## src/rtl/pipe_ctrl.sv

```systemverilog
// pipe_ctrl: merges stage stall requests, turns MEM exceptions into a one-cycle flush, and tracks stall watchdog/perf count
module pipe_ctrl #(
  parameter logic [31:0] EXC_VECTOR = 32'h0000_0040,
  parameter logic [31:0] ERET_CODE  = 32'h0000_000e,
  parameter int          WD_LIMIT   = 255
) (
  input  logic        clk,
  input  logic        rst,
  input  logic        stallreq_if,
  input  logic        stallreq_id,
  input  logic        stallreq_ex,
  input  logic        stallreq_mem,
  input  logic [31:0] excepttype_i,
  input  logic [31:0] cp0_epc_i,
  output logic [5:0]  stall,
  output logic        flush,
  output logic [31:0] new_pc,
  output logic        timeout,
  output logic [31:0] stall_cycles
);

  typedef enum logic {S_RUN = 1'b0, S_RECOVER = 1'b1} state_t;

  localparam logic [15:0] WD_MATCH = 16'(WD_LIMIT - 1);

  state_t      r_state;
  state_t      w_state_nxt;
  logic        w_exc;
  logic        w_stalled;
  logic [15:0] r_wd_cnt;
  logic        r_timeout;
  logic [31:0] r_stall_cycles;

  // Flush/redirect and stall vector; everything is forced quiet while reset is held
  always_comb begin
    w_exc       = rst && (r_state == S_RUN) && (excepttype_i != 32'd0);
    flush       = w_exc;
    new_pc      = w_exc ? ((excepttype_i == ERET_CODE) ? cp0_epc_i : EXC_VECTOR) : 32'd0;
    stall       = (!rst || w_exc) ? 6'b000000 :
                  stallreq_mem    ? 6'b011111 :
                  stallreq_ex     ? 6'b001111 :
                  stallreq_id     ? 6'b000111 :
                  stallreq_if     ? 6'b000011 : 6'b000000;
    w_stalled   = stall[0] && !flush;
    w_state_nxt = w_exc ? S_RECOVER : S_RUN;
  end

  // State register: a flush always spends exactly one cycle in RECOVER
  always_ff @(posedge clk or negedge rst) begin
    if (!rst) r_state <= S_RUN;
    else      r_state <= w_state_nxt;
  end

  // Consecutive-stall watchdog with sticky timeout
  always_ff @(posedge clk or negedge rst) begin
    if (!rst) begin
      r_wd_cnt  <= 16'd0;
      r_timeout <= 1'b0;
    end else begin
      r_wd_cnt <= w_stalled ? ((r_wd_cnt == 16'hFFFF) ? r_wd_cnt : r_wd_cnt + 16'd1) : 16'd0;
      if (w_stalled && (r_wd_cnt == WD_MATCH)) r_timeout <= 1'b1;
    end
  end

  // Saturating count of cycles in which the PC is held
  always_ff @(posedge clk or negedge rst) begin
    if (!rst)                                         r_stall_cycles <= 32'd0;
    else if (stall[0] && r_stall_cycles != 32'hFFFF_FFFF) r_stall_cycles <= r_stall_cycles + 32'd1;
  end

  assign timeout      = r_timeout;
  assign stall_cycles = r_stall_cycles;

endmodule

```

## config.mk

```make
export PLATFORM = sky130hd
export DESIGN_NAME = pipe_ctrl
export DESIGN_NICKNAME = d
export VERILOG_FILES = /design/src/rtl/pipe_ctrl.sv
export SDC_FILE = /design/constraint.sdc
export NUM_CORES = 1
export LEC_CHECK = 0
export ABC_AREA = 1
export CORE_MARGIN = 3
export CORE_UTILIZATION = 45
export CTS_CLUSTER_DIAMETER = 40
export CTS_CLUSTER_SIZE = 16
export DETAILED_ROUTE_END_ITERATION = 6
export MAX_ROUTING_LAYER = met4
export PLACE_DENSITY = 0.79
export SYNTH_ARGS = -nofsm -noshare
export SYNTH_HDL_FRONTEND = slang
export SYNTH_SLANG_ARGS = --single-unit
export TNS_END_PERCENT = 10
```

## constraint.sdc

```tcl
create_clock -name clk -period 2.7 [get_ports clk]
set_input_delay 0.675 -clock clk [delete_from_list [all_inputs] [get_ports clk]]
set_output_delay 0.675 -clock clk [all_outputs]
set_load 0.03 [all_outputs]
```

Word-level counts from Yosys, hierarchy flattened
Index checks and enable logic that the tools add are counted.
{ "totals": {"reg_bits": 50, "output_inout_bits": 72, "wordCells": 31} }
{ "op_classes": {"addsub": 2, "n_eq_ne": 5, "muxes": 10, "bitwise_logic": 1, "reduce_logical": 9} }
{ "op_table": {"columns": ["op", "count"], "rows": [
  ["$mux W32", 2],
  ["$add A32 B1 Y32 const B", 1],
  ["$eq A32 B4 Y1 const B", 1],
  ["$mux W16", 2],
  ["$ne A32 B32 Y1 const B", 1],
  ["$reduce_bool A32 Y1", 1],
  ["$add A16 B1 Y16 const B", 1],
  ["$eq A16 B16 Y1 const B", 1],
  ["$eq A16 B8 Y1 const B", 1],
  ["$mux W5", 2],
  ["$logic_and A1 B1 Y1", 5],
  ["$mux W4", 1],
  ["$mux W3", 1],
  ["$logic_not A1 Y1", 2],
  ["$mux W2", 1],
  ["$ne A2 B2 Y1 const B", 1],
  ["$logic_or A1 B1 Y1", 1],
  ["$mux W1", 1],
  ["$not A1 Y1", 1]
]} }

Longest topological paths before layout
Gate-level depths: netlist of the first run.
{ "logic_depth": {"ltp_word": 7, "ltp_mapped": 11, "depth_no_buf": 10} }

Worst setup path before layout of the first run
No wires, ideal clock.
{ "synth_timing": {"path_kind": "input to output", "startpoint": "input excepttype_i[31]", "endpoint": "output stall[1]", "t_arrival_ns": 2.015, "required_time_ns": 2.025, "setup_slack_ns": 0.010, "cell_stages": 11, "path_cell_list": "nor2_1 nand2_1 nor2_1 nand2_1 nor2_2 nor2_2 nor2_8 nand2_4 buf_6 inv_2 buf_4"} }
{ "synth_between": {"elab_chain_len": 4} }
{ "synth_lines": {"columns": ["element", "line_no", "rtl"], "rows": [
  ["start, declared", "13", "input logic [31:0] excepttype_i,"],
  ["$reduce_bool A32 Y1", "36", "w_exc = rst && (r_state == S_RUN) && (excepttype_i != 32'd0);"],
  ["$logic_and A1 B1 Y1", "36", null],
  ["named net flush", "16", "output logic flush,"],
  ["$logic_or A1 B1 Y1", "39", "stall = (!rst || w_exc) ? 6'b000000 :"],
  ["$mux W5", "39", null],
  ["end, declared", "15", "output logic [5:0] stall,"]
]} }
The timed path passes the listed nets, and every way through them passes these cells.

Worst setup path in the final report of the first run
{ "layout_timing": {"startpoint": "input excepttype_i[15]", "endpoint": "output new_pc[27]"} }
{ "layout_between": {"elab_chain_len": 3, "word_cells_on_any_way": 5} }
{ "layout_lines": {"columns": ["element", "line_no", "rtl"], "rows": [
  ["$eq A32 B4 Y1 / $reduce_bool A32 Y1 (equally long branches)", "38, 36", null],
  ["$mux W32 / $logic_and A1 B1 Y1 (equally long branches)", "38, 36", null],
  ["$mux W32 *", "38", "new_pc = w_exc ? ((excepttype_i == ERET_CODE) ? cp0_epc_i : EXC_VECTOR) : 32'd0;"],
  ["end, declared", "17", "output logic [31:0] new_pc,"]
]} }
Every way passes the cells marked *; elsewhere a longest branch is shown, timed or not.

==> results of run 1 <==
placed cells by master, fill, tap and decap left out, types with 3 or more instances in the layout:
master | Yosys | routed
nand4_1 | 38 | 38
clkdlybuf4s50_1 | 0 | 69
clkbuf_8 | 0 | 5
nor3_1 | 7 | 7
nor2_1 | 122 | 104
nand2_1 | 219 | 203
o21ai_0 | 3 | 3
nand3_1 | 14 | 13
buf_6 | 4 | 17
nor2_2 | 5 | 13
dfrtp_1 | 50 | 50
clkbuf_2 | 0 | 13
nor2_4 | 3 | 13
nand3b_1 | 13 | 13
inv_4 | 0 | 3
ha_1 | 3 | 3
nand3_2 | 2 | 3
a21oi_2 | 7 | 7
buf_12 | 0 | 4
nand2_2 | 2 | 12
nor4_1 | 4 | 3
xnor2_1 | 7 | 7
inv_1 | 29 | 25
xor2_1 | 19 | 19
nand2_4 | 1 | 7
buf_4 | 3 | 34
inv_2 | 5 | 6
a21oi_1 | 4 | 4
clkdlybuf4s15_1 | 0 | 18
synthesized netlist by cell type (all sizes together):
cell type	n	share of area, %
o21bai	1	0.20
nor3b	1	0.20
buf	18	3.2
conb	1	0.098
o21ai	4	0.82
xnor2	7	1.6
nand3	17	2.8
xor2	19	4.3
nor2	131	14
a21oi	11	2.1
nand2	222	22
dfrtp	50	33
ha	3	0.98
inv	34	3.3
clkinv	1	0.098
nor3	8	1.2
nand3b	13	2.5
clkbuf	3	0.29
nand4	39	6.8
nor4	4	0.65
flip-flops by register name, indices dropped and copies added (netlist names):
register,cells
stall_cycles,32
r_wd_cnt,16
r_state,1
timeout,1
kinds of logic (layout without fill, tap and decap cells):
family / Yosys count / count (layout) / share of synthesized area, %
simple gates: 435 / 435 / 50.3
buf+inv: 56 / 203 / 6.91
flops: 50 / 50 / 32.6
xor+xnor: 26 / 26 / 5.94
compound gates: 16 / 16 / 3.13
fa+ha+maj: 3 / 3 / 0.979
other cells: 1 / 1 / 0.0978
layer usage:
metal	vias up	track usage, %
met4	0	9.56
met3	33	4.21
li1	2166	-
met1	2087	28.8
met2	168	46.7
met5	-	-
final timing paths:
check,cells after the start,to,from
max in group asynchronous,2,stall_cycles[7]$_DFFE_PN0P_,rst
worst min register to register,1,timeout$_DFFE_PN0P_,timeout$_DFFE_PN0P_
min in group asynchronous,2,r_wd_cnt[11]$_DFFE_PN0P_,rst
worst max-delay path,11,new_pc[27],excepttype_i[15]
worst min-delay path,1,timeout$_DFFE_PN0P_,timeout$_DFFE_PN0P_
worst max register to register,10,stall_cycles[16]$_DFFE_PN0P_,stall_cycles[1]$_DFFE_PN0P_
metrics by stage:
stage	power, mW	worst slack (ns)	std cells
floorplan	1.07	0.0102	587
global route	1.94	-0.204	839
global placement	1.30	-0.365	824
finish	1.86	-0.122	839
detailed placement	1.31	-0.374	824
CTS	1.85	-0.147	835
area by class of cell:
class | count | area, µm² | share of cell area [%]
Clock inverter | 3 | 45.0 | 0.791
Timing Repair Buffer | 160 | 1550 | 27.3
Inverter | 35 | 139 | 2.44
Sequential cell | 50 | 1250 | 22.0
Tap cell | 105 | 131 | 2.31
Multi-Input combinational cell | 481 | 2500 | 44.0
Clock buffer | 5 | 68.8 | 1.21
power by group through the flow:
stage	clock (mW)	combinational, mW	sequential [mW]
2_1_floorplan	0	0.169	0.904
3_3_place_gp	0	0.457	0.844
3_5_place_dp	0	0.463	0.848
4_1_cts	0.564	0.453	0.834
5_1_grt	0.591	0.504	0.843
6_report	0.552	0.471	0.834
what timing repair did:
| item | in CTS | in global routing |
|---|---|---|
| cloned | 2 | 1 |
| gates resized for setup | 54 | 111 |
| setup buffers | 1 | 3 |
| pin swaps | 16 | 41 |
| endpoints found under the setup margin | 38 | 38 |
==> qor.txt, run 1 <==
Die height - 98.3 µm
Leakage - 2.48 nW
Final instance area - 5690 µm²
Top sig layer - met4
Die area - 9670 µm²
Post-Route WL - 12900 µm
Via count - 4454
Final setup viols - 21
Placed Area - 5260 µm²
Max clock buf depth - 2
FF+latch count, synth - 50
Post-synthesis sequential area ratio - 32.6%
Drc violations - 0
Synth unique cells - 34
Largest net degree at the start of global routing - 53
DRT iter0 DRCs - 199
CTS tree - done
Die width - 98.3 µm
Starting Density - 46.5%
Met2 Wirelength - 6710 µm
FMAX - 354 MHz
Max-cap violations - 0
Final Core Density - 68.9%
H-tree Lvls - 2
Initial antenna violation count - 0
Row cnt - 33
Comb pwr share - 25.4%
Reg clk slew, reported paths - 0.10 ns
YS warnings - 0
Worst Hold Class - register to register
Critical-path maximum fanout - 7
Clk root buf - clkbuf_8
Arrival time at the worst endpoint - 2.15 ns
Share of cells above drive strength 1 - 20.6%
Num CTS Buffers - 5
PnR worst setup slack - -0.122 ns
Critical-path cell with the highest stage delay - nor4_4
Sw power - 0.588 mW
CORE AREA - 8260 µm²
Final count of hold timing violations - 0
RSZ-0062 raised after global routing - yes
Peak supply drop - 0.370 mV
Boundary Pins - 142
Clk_lat worst skew - 0.32 ns
Detailed Place HPWL - 9080 µm
First-pass GRT wire length - 20100 µm
Mapped Area - 3840 µm²
Final setup TNS - -1.16 ns
Total gr overflow - 0
WS Path Type - primary input to output pin
Worst path buffer plus inverter count - 5
Vias per inst - 5.31
Antenna-violating nets left - 0
Fin crit share - 105%
Tot GR Track Use - 26.0%
Slew headroom - 53.6%
Sw Ratio - 31.7%
Wire length per cell - 15.3 µm
Critical path startpoint category - primary input
Critical path endpoint category - output pin
Status - finished with violations
Met3 wire len - 753 µm
Final GP Congestion - 0.898
CP peak stage delay - 0.29 ns
Layout Area Growth over Synthesis - 48.4%
Syn Area/Cell - 6.54 µm²
Reg2reg setup slack - 0.56 ns
Port buffer count - 140
Crit path cell chain - clkbuf_2, nor2_1, nand2_2, nor4_4, nand2_2, inv_4, buf_6, clkbuf_16, nand2_1, nor2_1, buf_4
Fillers - 697
Measured slew at the worst slew-check pin - 0.696 ns
Cells after Synth - 587
Hold_ws - 0.495 ns
Slew Viols, Final - 0
ANT cells - 0
Hold-fix buffers, CTS - 0
Post-route minimum period - 2.82 ns
Seq pwr share - 44.9%
Drt pass-1 iters - 5
Vias in the first global route - 4219
CP Data Required Time - 2.03 ns
Failing checks - setup timing
Sink Count - 50
Crit-path leading delay family - simple AND/OR/NAND/NOR gates
Clock network power share - 29.7%
Power Density - 326 nW/µm²
Net count after synthesis - 660
P_int - 1.27 mW
Clock Skew - 0.00939 ns
Wl on met1 - 4920 µm
Post-layout net count - 806
No activity file was read; power rests on OpenSTA's default activity.
==> run 2, diff against run 1 <==
==> constraint.sdc (replaced) <==
create_clock -name clk -period 2.7 [get_ports clk]
set_input_delay 0.81 -clock clk [delete_from_list [all_inputs] [get_ports clk]]
set_output_delay 0.81 -clock clk [all_outputs]
set_load 0.03 [all_outputs]
==> qor.txt, run 2 (synthesized netlist as in run 1, its figures left out) <==
Leakage - 2.59 nW (was 2.48 nW)
Most common cell after layout, fill and taps aside - nand2_1 (unchanged)
Comb pwr share - 28.3% (was 25.4%)
Arrival time at the worst endpoint - 2.27 ns (was 2.15 ns)
Failing checks - setup timing (unchanged)
H-tree Lvls - 2 (unchanged)
Drt pass-1 iters - 4 (was 5)
CP peak stage delay - 0.30 ns (was 0.29 ns)
Die height - 98.3 µm (unchanged)
Met2 Wirelength - 6980 µm (was 6710 µm)
Post-layout net count - 813 (was 806)
Total power - 1.82 mW (was 1.86 mW)
Detailed Place HPWL - 8940 µm (was 9080 µm)
Clk root buf - clkbuf_8 (unchanged)
FMAX - 324 MHz (was 354 MHz)
Clock Skew - 0.00666 ns (was 0.00939 ns)
Met3 wire len - 664 µm (was 753 µm)
First-pass GRT wire length - 21000 µm (was 20100 µm)
DRT iter0 DRCs - 130 (was 199)
Antenna-violating nets left - 0 (unchanged)
Largest register FFs - 32 (unchanged)
WS Path Type - primary input to output pin (unchanged)
Seq pwr share - 45.8% (was 44.9%)
Sw Ratio - 32.8% (was 31.7%)
Crit path cell chain - buf_6, inv_2, nor2_2, nand3_2, nor4_4, nand2_2, inv_4, buf_12, buf_16, nand2_4, nor2_2, buf_6 (was clkbuf_2, nor2_1, nand2_2, nor4_4, nand2_2, inv_4, buf_6, clkbuf_16, nand2_1, nor2_1, buf_4)
Initial antenna violation count - 0 (unchanged)
Final Core Density - 71.8% (was 68.9%)
Sw power - 0.598 mW (was 0.588 mW)
Share of cells above drive strength 1 - 27.0% (was 20.6%)
Most frequent cells in the layout - 200 x nand2_1, 82 x nor2_1, 69 x clkdlybuf4s50_1 (was 203 x nand2_1, 104 x nor2_1, 69 x clkdlybuf4s50_1)
Fillers - 641 (was 697)
ANT cells - 0 (unchanged)
Final setup viols - 37 (was 21)
Starting Density - 46.5% (unchanged)
Critical path endpoint category - output pin (unchanged)
Tot GR Track Use - 27.3% (was 26.0%)
Clock network power share - 25.9% (was 29.7%)
Die width - 98.3 µm (unchanged)
Post-Route WL - 13400 µm (was 12900 µm)
HP Start - timeout$_DFFE_PN0P_ (unchanged)
Worst Hold Class - register to register (unchanged)
Wl on met1 - 5220 µm (was 4920 µm)
Post-route minimum period - 3.08 ns (was 2.82 ns)
Die area - 9670 µm² (unchanged)
Critical-path maximum fanout - 8 (was 7)
Wire length per cell - 15.8 µm (was 15.3 µm)
Largest net degree at the start of global routing - 53 (unchanged)
Final GP Congestion - 0.939 (was 0.898)
Drc violations - 0 (unchanged)
Sink Count - 50 (unchanged)
CTS tree - done (unchanged)
Critical-path cell with the highest stage delay - nor4_4 (unchanged)
Vias in the first global route - 4370 (was 4219)
Num CTS Buffers - 5 (unchanged)
Power Density - 307 nW/µm² (was 326 nW/µm²)
RSZ-0062 raised after global routing - yes (unchanged)
CORE AREA - 8260 µm² (unchanged)
Top sig layer - met4 (unchanged)
Measured slew at the worst slew-check pin - 0.697 ns (was 0.696 ns)
CP Data Required Time - 1.89 ns (was 2.03 ns)
Row cnt - 33 (unchanged)
Max clock buf depth - 2 (unchanged)
Fin crit share - 114% (was 105%)
Status - finished with violations (unchanged)
Critical path startpoint category - primary input (unchanged)
Layout Area Growth over Synthesis - 54.7% (was 48.4%)
Reg clk slew, reported paths - 0.09 ns (was 0.10 ns)
Total gr overflow - 0 (unchanged)
Clk_lat worst skew - 0.31 ns (was 0.32 ns)
Slew Viols, Final - 0 (unchanged)
Boundary Pins - 142 (unchanged)
Hold-fix buffers, CTS - 0 (unchanged)
Peak supply drop - 0.380 mV (was 0.370 mV)
Port buffer count - 140 (unchanged)
Setup crit start - excepttype_i[1] (was excepttype_i[15])
P_int - 1.22 mW (was 1.27 mW)
Final count of hold timing violations - 0 (unchanged)
Slew headroom - 53.5% (was 53.6%)
Max-cap violations - 0 (unchanged)
PnR worst setup slack - -0.382 ns (was -0.122 ns)
R2R Path Start - stall_cycles[1]$_DFFE_PN0P_ (unchanged)
Vias per inst - 5.23 (was 5.31)
Via count - 4423 (was 4454)
[run 2: cell types whose count changed in the layout (fill, tap and decap cells not counted), sizes merged]
cell / change
clkinv: +1
clkinvlp: -1
bufinv: -1
clkdlybuf4s15: -16
clkbuf: -12
buf: +36
[run 2: power by group through the flow]
stage | sequential [mW] | clock, mW | combinational, mW
2_1_floorplan | 0.904 | 0 | 0.184
3_3_place_gp | 0.847 | 0 | 0.478
3_5_place_dp | 0.849 | 0 | 0.488
4_1_cts | 0.834 | 0.477 | 0.507
5_1_grt | 0.841 | 0.506 | 0.553
6_report | 0.834 | 0.472 | 0.516
[run 2: area by class of cell]
| class | count | area [µm²] | area share (%) |
|---|---|---|---|
| tap | 105 | 131 | 2.21 |
| timing repair buffer | 167 | 1700 | 28.6 |
| clock buffer | 6 | 82.6 | 1.39 |
| multi-input combinational | 481 | 2610 | 44.0 |
| clock inverter | 2 | 12.5 | 0.211 |
| inverter | 35 | 144 | 2.43 |
| sequential | 50 | 1250 | 21.1 |
[run 2: worst paths after layout]
check | to | slack (ns) | cells past startpoint
worst max-delay path | new_pc[30] | -0.38 | 12
worst min-delay path | timeout$_DFFE_PN0P_ | 0.49 | 1
worst max register to register | stall_cycles[7]$_DFFE_PN0P_ | 0.71 | 9
worst min register to register | timeout$_DFFE_PN0P_ | 0.49 | 1
max in group asynchronous | stall_cycles[25]$_DFFE_PN0P_ | 1.55 | 2
min in group asynchronous | r_wd_cnt[12]$_DFFE_PN0P_ | 0.68 | 2
[run 2: timing repair]
action | 4_1_cts | 5_1_grt
gates cloned | 4 | 1
gates resized for setup | 167 | 39
setup endpoints to repair | 38 | 38
pin swaps | 30 | 17
setup buffers | 5 | 3
[run 2: routing by layer]
layer | vias up | GRT usage (%)
met5 | - | -
met4 | 0 | 11.9
met3 | 36 | 3.71
met2 | 179 | 47.7
met1 | 2038 | 31.0
li1 | 2170 | -
[run 2: per-stage QoR]
stage / cells / setup TNS (ns) / setup WS (ns) / area, µm² / hold slack [ns]
floorplan: 587 / -0.546 / -0.120 / 3960 / 0.514
finish: 846 / -10.60 / -0.382 / 5930 / 0.488
detailed placement: 826 / -23.93 / -0.667 / 5410 / 0.472
CTS: 843 / -8.07 / -0.281 / 5750 / 0.493
global placement: 826 / -22.34 / -0.638 / 5410 / 0.469
global route: 846 / -13.46 / -0.451 / 5930 / 0.505
[run 2: critical path, delay by kind of cell]
family                 cells  cell delay, ns
buffers and inverters      6            0.62
and+or+nand+nor            6            0.84
